File: src/rtl/stage3_execute_pkg.sv
// Shared definitions for the execute stage: ALU/branch/mul-div encodings,
// the mul/div FSM state type and the EX/MEM register bundle.
package stage3_execute_pkg;

    localparam int XLEN     = 32;
    localparam int MD_STEPS = 32;

    typedef enum logic [1:0] {
        ALU_ADD    = 2'b00,
        ALU_BRANCH = 2'b01,
        ALU_RTYPE  = 2'b10,
        ALU_ITYPE  = 2'b11
    } aluop_t;

    localparam logic [2:0] F3_ADD  = 3'b000;
    localparam logic [2:0] F3_SLL  = 3'b001;
    localparam logic [2:0] F3_SLT  = 3'b010;
    localparam logic [2:0] F3_SLTU = 3'b011;
    localparam logic [2:0] F3_XOR  = 3'b100;
    localparam logic [2:0] F3_SR   = 3'b101;
    localparam logic [2:0] F3_OR   = 3'b110;
    localparam logic [2:0] F3_AND  = 3'b111;

    localparam logic [2:0] F3_BEQ  = 3'b000;
    localparam logic [2:0] F3_BNE  = 3'b001;
    localparam logic [2:0] F3_BLT  = 3'b100;
    localparam logic [2:0] F3_BGE  = 3'b101;
    localparam logic [2:0] F3_BLTU = 3'b110;
    localparam logic [2:0] F3_BGEU = 3'b111;

    localparam logic [2:0] F3_MUL    = 3'b000;
    localparam logic [2:0] F3_MULH   = 3'b001;
    localparam logic [2:0] F3_MULHSU = 3'b010;
    localparam logic [2:0] F3_MULHU  = 3'b011;
    localparam logic [2:0] F3_DIV    = 3'b100;
    localparam logic [2:0] F3_DIVU   = 3'b101;
    localparam logic [2:0] F3_REM    = 3'b110;
    localparam logic [2:0] F3_REMU   = 3'b111;

    localparam logic [6:0] F7_BASE   = 7'b0000000;
    localparam logic [6:0] F7_ALT    = 7'b0100000;
    localparam logic [6:0] F7_MULDIV = 7'b0000001;

    typedef enum logic [1:0] {
        MD_IDLE = 2'b00,
        MD_BUSY = 2'b01,
        MD_DONE = 2'b10
    } md_state_t;

    typedef struct packed {
        logic [XLEN-1:0] aluResult;
        logic [XLEN-1:0] data2;
        logic [4:0]      rd;
        logic [2:0]      func3;
        logic [1:0]      memCtrl;
        logic [1:0]      wbCtrl;
    } exmem_t;

    // Undefined func3 codes never take the branch.
    function automatic logic branchCompare(input logic [2:0] f3,
                                           input logic [XLEN-1:0] a,
                                           input logic [XLEN-1:0] b);
        logic result;
        result = 1'b0;
        case (f3)
            F3_BEQ:  result = (a == b);
            F3_BNE:  result = (a != b);
            F3_BLT:  result = ($signed(a) <  $signed(b));
            F3_BGE:  result = ($signed(a) >= $signed(b));
            F3_BLTU: result = (a <  b);
            F3_BGEU: result = (a >= b);
            default: result = 1'b0;
        endcase
        return result;
    endfunction

endpackage

File: src/rtl/stage3_execute_if.sv
// ID/EX inputs and EX/MEM outputs of the execute stage, bundled as one port.
interface stage3_execute_if;
    import stage3_execute_pkg::*;

    logic [XLEN-1:0] idexPc;
    logic [XLEN-1:0] idexData1;
    logic [XLEN-1:0] idexData2;
    logic [4:0]      idexRd;
    logic [6:0]      idexFunc7;
    logic [2:0]      idexFunc3;
    logic [63:0]     idexExpandInst;
    logic [2:0]      idexExCtrl;
    logic [2:0]      idexMemCtrl;
    logic [1:0]      idexWbCtrl;

    logic [XLEN-1:0] exmemAluResult;
    logic [XLEN-1:0] exmemData2;
    logic [4:0]      exmemRd;
    logic [2:0]      exmemFunc3;
    logic [1:0]      exmemMemCtrl;
    logic [1:0]      exmemWbCtrl;
    logic            exBranchTaken;
    logic [XLEN-1:0] exBranchTarget;
    logic            exBusy;

    modport master (
        output idexPc, idexData1, idexData2, idexRd, idexFunc7, idexFunc3,
               idexExpandInst, idexExCtrl, idexMemCtrl, idexWbCtrl,
        input  exmemAluResult, exmemData2, exmemRd, exmemFunc3, exmemMemCtrl,
               exmemWbCtrl, exBranchTaken, exBranchTarget, exBusy
    );

    modport slave (
        input  idexPc, idexData1, idexData2, idexRd, idexFunc7, idexFunc3,
               idexExpandInst, idexExCtrl, idexMemCtrl, idexWbCtrl,
        output exmemAluResult, exmemData2, exmemRd, exmemFunc3, exmemMemCtrl,
               exmemWbCtrl, exBranchTaken, exBranchTarget, exBusy
    );

endinterface

File: src/rtl/stage3_execute_muldiv_iter.sv
// Iterative RV32M unit: one shift-add (mul) or restoring-subtract (div) step
// per cycle on operand magnitudes, with the sign applied to the final value.
module muldiv_iter
    import stage3_execute_pkg::*;
(
    input  logic            clk,
    input  logic            rst_n,
    input  logic            i_start,
    input  logic [2:0]      i_op,
    input  logic [XLEN-1:0] i_a,
    input  logic [XLEN-1:0] i_b,
    output logic            o_busy,
    output logic            o_done,
    output logic [XLEN-1:0] o_result
);

    md_state_t       r_state;
    md_state_t       w_nextState;
    logic [4:0]      r_count;
    logic [2:0]      r_op;
    logic            r_negRes;
    logic [XLEN-1:0] r_hi;
    logic [XLEN-1:0] r_lo;
    logic [XLEN-1:0] r_b;

    logic            w_aSigned;
    logic            w_bSigned;
    logic            w_negA;
    logic            w_negB;
    logic            w_negRes;
    logic [XLEN-1:0] w_magA;
    logic [XLEN-1:0] w_magB;
    logic [XLEN:0]   w_mulSum;
    logic [XLEN:0]   w_divShift;
    logic            w_divFits;
    logic [XLEN-1:0] w_divDiff;
    logic [2*XLEN-1:0] w_product;
    logic [XLEN-1:0] w_quotient;
    logic [XLEN-1:0] w_remainder;

    always_ff @(posedge clk) begin
        if (!rst_n) begin
            r_state <= MD_IDLE;
        end else begin
            r_state <= w_nextState;
        end
    end

    always_comb begin
        w_nextState = r_state;
        case (r_state)
            MD_IDLE: if (i_start) w_nextState = MD_BUSY;
            MD_BUSY: if (r_count == 5'(MD_STEPS - 1)) w_nextState = MD_DONE;
            MD_DONE: w_nextState = MD_IDLE;
            default: w_nextState = MD_IDLE;
        endcase
    end

    always_comb begin
        o_busy = (r_state == MD_BUSY);
        o_done = (r_state == MD_DONE);
    end

    assign w_aSigned = (i_op == F3_MULH) || (i_op == F3_MULHSU) ||
                       (i_op == F3_DIV)  || (i_op == F3_REM);
    assign w_bSigned = (i_op == F3_MULH) || (i_op == F3_DIV) || (i_op == F3_REM);
    assign w_negA    = w_aSigned & i_a[XLEN-1];
    assign w_negB    = w_bSigned & i_b[XLEN-1];
    assign w_magA    = w_negA ? -i_a : i_a;
    assign w_magB    = w_negB ? -i_b : i_b;

    // Quotient keeps a positive sign on divide-by-zero so it reads as all ones.
    always_comb begin
        w_negRes = 1'b0;
        case (i_op)
            F3_MULH, F3_MULHSU: w_negRes = w_negA ^ w_negB;
            F3_DIV:             w_negRes = (w_negA ^ w_negB) && (i_b != '0);
            F3_REM:             w_negRes = w_negA;
            default:            w_negRes = 1'b0;
        endcase
    end

    assign w_mulSum   = {1'b0, r_hi} + (r_lo[0] ? {1'b0, r_b} : '0);
    assign w_divShift = {r_hi, r_lo[XLEN-1]};
    assign w_divFits  = (w_divShift >= {1'b0, r_b});
    assign w_divDiff  = w_divShift[XLEN-1:0] - r_b;

    // Both operations keep a in r_lo and b in r_b; r_hi is the running
    // partial product or partial remainder.
    always_ff @(posedge clk) begin
        if (!rst_n) begin
            r_count  <= '0;
            r_op     <= '0;
            r_negRes <= 1'b0;
            r_hi     <= '0;
            r_lo     <= '0;
            r_b      <= '0;
        end else begin
            case (r_state)
                MD_IDLE: begin
                    if (i_start) begin
                        r_count  <= '0;
                        r_op     <= i_op;
                        r_negRes <= w_negRes;
                        r_hi     <= '0;
                        r_lo     <= w_magA;
                        r_b      <= w_magB;
                    end
                end
                MD_BUSY: begin
                    r_count <= r_count + 5'd1;
                    if (r_op[2]) begin
                        r_hi <= w_divFits ? w_divDiff : w_divShift[XLEN-1:0];
                        r_lo <= {r_lo[XLEN-2:0], w_divFits};
                    end else begin
                        r_hi <= w_mulSum[XLEN:1];
                        r_lo <= {w_mulSum[0], r_lo[XLEN-1:1]};
                    end
                end
                default: ;
            endcase
        end
    end

    assign w_product   = r_negRes ? -{r_hi, r_lo} : {r_hi, r_lo};
    assign w_quotient  = r_negRes ? -r_lo : r_lo;
    assign w_remainder = r_negRes ? -r_hi : r_hi;

    always_comb begin
        o_result = '0;
        case (r_op)
            F3_MUL:                       o_result = w_product[XLEN-1:0];
            F3_MULH, F3_MULHSU, F3_MULHU: o_result = w_product[2*XLEN-1:XLEN];
            F3_DIV, F3_DIVU:              o_result = w_quotient;
            default:                      o_result = w_remainder;
        endcase
    end

endmodule

File: src/rtl/stage3_execute.sv
// Execute stage: single-cycle ALU and branch resolution, iterative mul/div,
// EX/MEM register, branch redirect and upstream stall request.
module stage3_execute
    import stage3_execute_pkg::*;
(
    input  logic            clk,
    input  logic            rst_n,
    stage3_execute_if.slave exBus
);

    exmem_t          r_exmem;
    exmem_t          w_exmemNext;
    logic            r_branchTaken;
    logic [XLEN-1:0] r_branchTarget;

    aluop_t          w_aluOp;
    logic            w_aluSrc;
    logic [XLEN-1:0] w_imm;
    logic            w_unusedImmHigh;
    logic [XLEN-1:0] w_opB;
    logic [4:0]      w_shamt;
    logic [XLEN-1:0] w_aluResult;
    logic            w_isBubble;
    logic            w_isMulDiv;
    logic            w_taken;
    logic            w_mStart;
    logic            w_mdBusy;
    logic            w_mdDone;
    logic [XLEN-1:0] w_mdResult;
    logic            w_dropInst;

    assign w_aluOp         = aluop_t'(exBus.idexExCtrl[2:1]);
    assign w_aluSrc        = exBus.idexExCtrl[0];
    assign w_imm           = exBus.idexExpandInst[XLEN-1:0];
    assign w_unusedImmHigh = ^exBus.idexExpandInst[63:XLEN];
    assign w_opB           = w_aluSrc ? w_imm : exBus.idexData2;
    assign w_shamt         = w_opB[4:0];

    assign w_isBubble = (exBus.idexExCtrl == '0) && (exBus.idexMemCtrl == '0) &&
                        (exBus.idexWbCtrl == '0);
    assign w_isMulDiv = (w_aluOp == ALU_RTYPE) && (exBus.idexFunc7 == F7_MULDIV);

    // While a redirect is leaving EX, the instruction behind it is wrong-path.
    assign w_taken  = exBus.idexMemCtrl[2] && !r_branchTaken &&
                      branchCompare(exBus.idexFunc3, exBus.idexData1, exBus.idexData2);
    assign w_mStart = w_isMulDiv && !r_branchTaken && !w_mdBusy && !w_mdDone;

    always_comb begin
        w_aluResult = '0;
        case (w_aluOp)
            ALU_ADD:    w_aluResult = exBus.idexData1 + w_opB;
            ALU_BRANCH: w_aluResult = '0;
            default: begin
                case (exBus.idexFunc3)
                    F3_ADD: begin
                        if (w_aluOp == ALU_RTYPE && exBus.idexFunc7 == F7_ALT)
                            w_aluResult = exBus.idexData1 - w_opB;
                        else
                            w_aluResult = exBus.idexData1 + w_opB;
                    end
                    F3_SLL:  w_aluResult = exBus.idexData1 << w_shamt;
                    F3_SLT:  w_aluResult = {31'b0, $signed(exBus.idexData1) < $signed(w_opB)};
                    F3_SLTU: w_aluResult = {31'b0, exBus.idexData1 < w_opB};
                    F3_XOR:  w_aluResult = exBus.idexData1 ^ w_opB;
                    F3_SR: begin
                        if ((w_aluOp == ALU_RTYPE) ? (exBus.idexFunc7 == F7_ALT) : w_imm[10])
                            w_aluResult = $signed(exBus.idexData1) >>> w_shamt;
                        else
                            w_aluResult = exBus.idexData1 >> w_shamt;
                    end
                    F3_OR:   w_aluResult = exBus.idexData1 | w_opB;
                    default: w_aluResult = exBus.idexData1 & w_opB;
                endcase
            end
        endcase
    end

    muldiv_iter u_muldiv (
        .clk      (clk),
        .rst_n    (rst_n),
        .i_start  (w_mStart),
        .i_op     (exBus.idexFunc3),
        .i_a      (exBus.idexData1),
        .i_b      (exBus.idexData2),
        .o_busy   (w_mdBusy),
        .o_done   (w_mdDone),
        .o_result (w_mdResult)
    );

    // The held M-op is retired from DONE; any other stalled or dropped slot is a bubble.
    assign w_dropInst = r_branchTaken | w_isBubble | w_taken | w_isMulDiv | w_mdBusy;

    always_comb begin
        w_exmemNext = '0;
        if (w_mdDone || !w_dropInst) begin
            w_exmemNext.aluResult = w_mdDone ? w_mdResult : w_aluResult;
            w_exmemNext.data2     = exBus.idexData2;
            w_exmemNext.rd        = exBus.idexRd;
            w_exmemNext.func3     = exBus.idexFunc3;
            w_exmemNext.memCtrl   = exBus.idexMemCtrl[1:0];
            w_exmemNext.wbCtrl    = exBus.idexWbCtrl;
        end
    end

    always_ff @(posedge clk) begin
        if (!rst_n) begin
            r_exmem        <= '0;
            r_branchTaken  <= 1'b0;
            r_branchTarget <= '0;
        end else begin
            r_exmem       <= w_exmemNext;
            r_branchTaken <= w_taken;
            if (w_taken) begin
                r_branchTarget <= exBus.idexPc + w_imm;
            end
        end
    end

    assign exBus.exmemAluResult = r_exmem.aluResult;
    assign exBus.exmemData2     = r_exmem.data2;
    assign exBus.exmemRd        = r_exmem.rd;
    assign exBus.exmemFunc3     = r_exmem.func3;
    assign exBus.exmemMemCtrl   = r_exmem.memCtrl;
    assign exBus.exmemWbCtrl    = r_exmem.wbCtrl;
    assign exBus.exBranchTaken  = r_branchTaken;
    assign exBus.exBranchTarget = r_branchTarget;
    assign exBus.exBusy         = rst_n & (w_mStart | w_mdBusy);

endmodule

File: src/flat_wrapper.sv
// flat-port wrapper written by rule: the top's interface ports become plain ports
module stage3_execute_flat import stage3_execute_pkg::*;
  (clk, rst_n, exBus_idexPc, exBus_idexData1, exBus_idexData2, exBus_idexRd, exBus_idexFunc7, exBus_idexFunc3, exBus_idexExpandInst, exBus_idexExCtrl, exBus_idexMemCtrl, exBus_idexWbCtrl, exBus_exmemAluResult, exBus_exmemData2, exBus_exmemRd, exBus_exmemFunc3, exBus_exmemMemCtrl, exBus_exmemWbCtrl, exBus_exBranchTaken, exBus_exBranchTarget, exBus_exBusy);
  stage3_execute_if exBus_i ();
  input  logic clk;
  input  logic rst_n;
  input wire logic [$bits(exBus_i.idexPc)-1:0] exBus_idexPc;
  input wire logic [$bits(exBus_i.idexData1)-1:0] exBus_idexData1;
  input wire logic [$bits(exBus_i.idexData2)-1:0] exBus_idexData2;
  input wire logic [$bits(exBus_i.idexRd)-1:0] exBus_idexRd;
  input wire logic [$bits(exBus_i.idexFunc7)-1:0] exBus_idexFunc7;
  input wire logic [$bits(exBus_i.idexFunc3)-1:0] exBus_idexFunc3;
  input wire logic [$bits(exBus_i.idexExpandInst)-1:0] exBus_idexExpandInst;
  input wire logic [$bits(exBus_i.idexExCtrl)-1:0] exBus_idexExCtrl;
  input wire logic [$bits(exBus_i.idexMemCtrl)-1:0] exBus_idexMemCtrl;
  input wire logic [$bits(exBus_i.idexWbCtrl)-1:0] exBus_idexWbCtrl;
  output wire logic [$bits(exBus_i.exmemAluResult)-1:0] exBus_exmemAluResult;
  output wire logic [$bits(exBus_i.exmemData2)-1:0] exBus_exmemData2;
  output wire logic [$bits(exBus_i.exmemRd)-1:0] exBus_exmemRd;
  output wire logic [$bits(exBus_i.exmemFunc3)-1:0] exBus_exmemFunc3;
  output wire logic [$bits(exBus_i.exmemMemCtrl)-1:0] exBus_exmemMemCtrl;
  output wire logic [$bits(exBus_i.exmemWbCtrl)-1:0] exBus_exmemWbCtrl;
  output wire logic [$bits(exBus_i.exBranchTaken)-1:0] exBus_exBranchTaken;
  output wire logic [$bits(exBus_i.exBranchTarget)-1:0] exBus_exBranchTarget;
  output wire logic [$bits(exBus_i.exBusy)-1:0] exBus_exBusy;
  assign exBus_i.idexPc = exBus_idexPc;
  assign exBus_i.idexData1 = exBus_idexData1;
  assign exBus_i.idexData2 = exBus_idexData2;
  assign exBus_i.idexRd = exBus_idexRd;
  assign exBus_i.idexFunc7 = exBus_idexFunc7;
  assign exBus_i.idexFunc3 = exBus_idexFunc3;
  assign exBus_i.idexExpandInst = exBus_idexExpandInst;
  assign exBus_i.idexExCtrl = exBus_idexExCtrl;
  assign exBus_i.idexMemCtrl = exBus_idexMemCtrl;
  assign exBus_i.idexWbCtrl = exBus_idexWbCtrl;
  assign exBus_exmemAluResult = exBus_i.exmemAluResult;
  assign exBus_exmemData2 = exBus_i.exmemData2;
  assign exBus_exmemRd = exBus_i.exmemRd;
  assign exBus_exmemFunc3 = exBus_i.exmemFunc3;
  assign exBus_exmemMemCtrl = exBus_i.exmemMemCtrl;
  assign exBus_exmemWbCtrl = exBus_i.exmemWbCtrl;
  assign exBus_exBranchTaken = exBus_i.exBranchTaken;
  assign exBus_exBranchTarget = exBus_i.exBranchTarget;
  assign exBus_exBusy = exBus_i.exBusy;
  stage3_execute u_core (.clk(clk), .rst_n(rst_n), .exBus(exBus_i));
endmodule
File: config.mk
export PLATFORM = sky130hd
export DESIGN_NAME = stage3_execute_flat
export DESIGN_NICKNAME = d
export VERILOG_FILES = /design/src/rtl/stage3_execute_pkg.sv /design/src/rtl/stage3_execute_if.sv /design/src/rtl/stage3_execute_muldiv_iter.sv /design/src/rtl/stage3_execute.sv /design/src/flat_wrapper.sv
export SDC_FILE = /design/constraint.sdc
export NUM_CORES = 2
export LEC_CHECK = 0
export CAP_MARGIN = 20
export CORE_ASPECT_RATIO = 1.75
export CORE_UTILIZATION = 45
export DETAILED_ROUTE_END_ITERATION = 12
export HOLD_SLACK_MARGIN = 0.02
export PLACE_DENSITY = 0.74
export REMOVE_ABC_BUFFERS = 1
export SYNTH_ARGS = -nofsm -noshare
export SYNTH_HDL_FRONTEND = slang
export SYNTH_SLANG_ARGS = --single-unit
File: constraint.sdc
create_clock -name clk -period 9 [get_ports clk]
set_clock_uncertainty 0.1 [all_clocks]
set_input_delay 0.9 -clock clk [delete_from_list [all_inputs] [get_ports clk]]
set_output_delay 0.9 -clock clk [all_outputs]
set_load 0.03 [all_outputs]
==> results.toml <==
[synth]
postSynth.asyncResetShare_pct = 0
synth_area_leader_cell = "dfxtp_1"
synth_area_um2 = 27320
synth_edf_count = 0
ys_ff_latch = 216
ys.flop_type = "dfxtp_1"
synth_top_area_share_pct = 15.83
netlist_top_cells_area = "dfxtp_1 (16%), ha_1 (11%), mux2i_1 (5.9%), o21ai_0 (5.8%), a21oi_1 (5.3%)"
synth_commonest_cells = "nand2_1 (387), nor2_1 (347), o21ai_0 (314)"
ys_seq_area_share_pct = 15.83
synth_most_common_cell = "nand2_1"
syn-mean-instance-area_um2 = 7.105
yosysUniqueCellTypes = 97
ys_warn_count = 0
synth_cells = 3845

[power_and_ir_drop]
peakVddDrop_v = 0.0001410
pwr-share-seq_pct = 27.8
switchingPower_mw = 1.468
internal_power_mw = 2.218
cellLeakagePower_nw = 12.77
p_per_area_nw_per_um2 = 117.7
combPwrFrac_pct = 41.1
swShare_pct = 39.82
power_frac_clock_pct = 31.1

[route]
via_per_inst = 6.492
num_vias = 30670
first_pass_iters = 6
wirelength_um = 127000
ant_nets = 0
wire_per_inst_um = 26.88
drc_errors = 0
drt_iter0_drc = 2721

[die]
dieArea_um2 = 61740
die_w_um = 188.3
io_pins = 295
core_area_um2 = 60150
num_rows = 119
initial_utilization_pct = 45.42
dieHeight_um = 328.0

[clocking]
postCtsHoldBufs = 0
cts-buffers-inserted = 24
clock_sinks = 216
clock_latency_ns = 0.60
cts.repair.resized = 0
clk_pin_slew_ns = 0.06
clock_path_buffers = 3
cts_tree = "built"
postCtsSetupRepairBufs = 0
htreeDepth = 1
cts-root-buf = "clkbuf_16"

[min_path]
min_to = "u_core.exBus.exBranchTarget[3]$_SDFFE_PN0P_"
whs_path_depth = 2
hold_class = "register to register"
min-delay-start = "u_core.exBus.exBranchTarget[3]$_SDFFE_PN0P_"

[final_layout]
nFillCells = 6105
stdcell_count = 4725
nets = 4341
diodes = 0
register_area_um2 = 4329
area_growth_pct = 14.59
multi_input_area_um2 = 21170
drive_above_1_share_pct = 5.357

[timing]
hold_viol_final = 0
worst_pin_slew_ns = 1.199
relSlewSlack_pct = 19.58
finalSetupViolations = 0
layout_setup_ws_ns = 3.272
max_clock_freq_ghz = 0.1746
slew_violations = 0
grt_setup_unrepaired = "no"
finalCritPeriodShare_pct = 63.65
timing.final.crit_period_ns = 5.728

[critical_path]
reg2reg_slack_ns = 4.06
critPathMaxStageDelay_ns = 0.64
rr_worst_depth = 13
worstSetupEndpointType = "register"
cp_max_fo = 45
required_ns = 9.27
regToRegStartpoint = "u_core.u_muldiv.r_lo[31]$_SDFFE_PN0P_"
cp-startpoint = "exBus_idexExCtrl[0]"
arrival_ns = 5.99
crit_type = "primary input to register"
cp_cell_sequence = "buf_2 > buf_4 > nand2_1 > o21a_1 > inv_1 > ha_1 > or4b_1 > a21o_1 > a31oi_1 > o211ai_1 > o21ba_2 > o21ai_0 > o221ai_1 > nand2_1 > a31oi_1"
worst_r2r_endpoint = "u_core.u_muldiv.r_hi[30]$_SDFFE_PN0P_"
crit_slowest_cell = "or4b_1"
start_kind = "primary input"

[placed_design]
dp.cells = 4679
pre_cts_ws_ns = 2.859
routabilityCongestion = 1.040
hpwl_um = 97480
io_buffers = 262

[grt]
antenna_found_initial = 0
overflow = 0
grt_first_pass_wirelength_um = 184000
grt_max_degree = 68
grt_pass1_vias = 29390
grt_use_total_pct = 39.58

[run_status]
status = "finished clean"

[flow_run]
maxCapViolCount = 0
==> worst max-delay path: cells and delay by family <==
kind | cells | cell delay [ns]
AND/OR/NAND/NOR | 3 | 1.08
adder cells (fa/ha/maj) | 1 | 0.37
AO/OA/AOI/OAI | 8 | 2.40
buffers and inverters | 3 | 1.23
==> layout by cell type (no fill, tap or decap), types with 25 or more instances in the layout <==
cell and n:
or3_1 30, nand3_1 67, nor4_1 26, a21oi_1 292, o21a_1 55, o221ai_1 34, o31ai_1 30, inv_1 215
a21o_1 74, o21ai_0 314, buf_4 66, nand2_1 387, clkdlybuf4s50_1 259, and2_1 62, and3_1 26, nor2b_1 25
o211ai_1 57, xnor2_1 150, a31oi_1 60, ha_1 230, xor2_1 88, clkbuf_16 25, dfxtp_1 214, nand4_1 31
nor2_1 344, nand2b_1 47, a211oi_1 130, nor3_1 64, mux2i_1 157
==> final cells by class <==
cell class | count | area share (%)
Tap cell | 786 | 3.141
Timing Repair Buffer | 329 | 9.936
Multi-Input combinational cell | 3130 | 67.62
Inverter | 220 | 2.642
Clock inverter | 12 | 0.5635
Sequential cell | 216 | 13.83
Clock buffer | 32 | 2.274
==> metrics by stage <==
step	hold WS, ns	cell area [um2]	util, %	total power [mW]	TNS [ns]
finish	0.3526	31310	52.04	3.686	0
detailed placement	0.3453	30400	50.54	2.504	0
CTS	0.3538	31290	52.02	3.646	0
global placement	0.3378	30400	50.53	2.500	0
floorplan	0.3229	26210	-	1.924	-17.52
global route	0.3768	31310	52.04	3.802	0
==> power groups by stage <==
stage	Sequential [mW]	Combinational (mW)	Clock, mW
after floorplan	1.13	0.791	0
after global placement	1.05	1.45	0
after detailed placement	1.05	1.46	0
after CTS	1.03	1.46	1.16
after global routing	1.03	1.59	1.19
final	1.03	1.51	1.14
==> layer usage <==
layer  up-vias  wire length (um)  track usage [%]
met1     14420             43510            40.61
met4         0             13850            38.19
met3       564              8396            5.107
li1      14070                 -                -
met2      1622             61260            68.90
met5         -                 0                0
==> state kept, by name, indices dropped and copies added (netlist names), 5 cells and up <==
signal and count:
u_core.exBus.exmemRd 5, u_core.u_muldiv.r_count 5, u_core.u_muldiv.r_hi 32, u_core.exBus.exBranchTarget 32, u_core.u_muldiv.r_lo 32, u_core.exBus.exmemData2 32
u_core.u_muldiv.r_b 32, u_core.exBus.exmemAluResult 32
==> how the worst max path moves through the flow <==
stage                                                   end  cells past startpoint  slack, ns
2_1_floorplan    u_core.exBus.exmemAluResult[18]$_SDFF_PN0_                     14      -1.08
3_3_place_gp   u_core.exBus.exBranchTarget[31]$_SDFFE_PN0P_                     13       2.89
3_5_place_dp      u_core.exBus.exmemAluResult[0]$_SDFF_PN0_                     15       2.86
4_1_cts           u_core.exBus.exmemAluResult[0]$_SDFF_PN0_                     15       3.47
5_1_grt          u_core.exBus.exmemAluResult[31]$_SDFF_PN0_                     17       3.21
6_report          u_core.exBus.exmemAluResult[0]$_SDFF_PN0_                     15       3.27
==> logic make-up (layout without fill, tap and decap cells) <==
logic type      count (synthesis)  after routing  synth area share (%)
xor+xnor                      238            238                 7.630
fa+ha+maj                     235            235                 10.90
compound gates               1287           1287                 30.81
flops                         216            216                 15.83
buf+inv                       499            593                 7.071
simple gates                 1182           1182                 20.21
mux                           188            188                 7.552
Note: power is estimated with default switching activity, not from simulation.
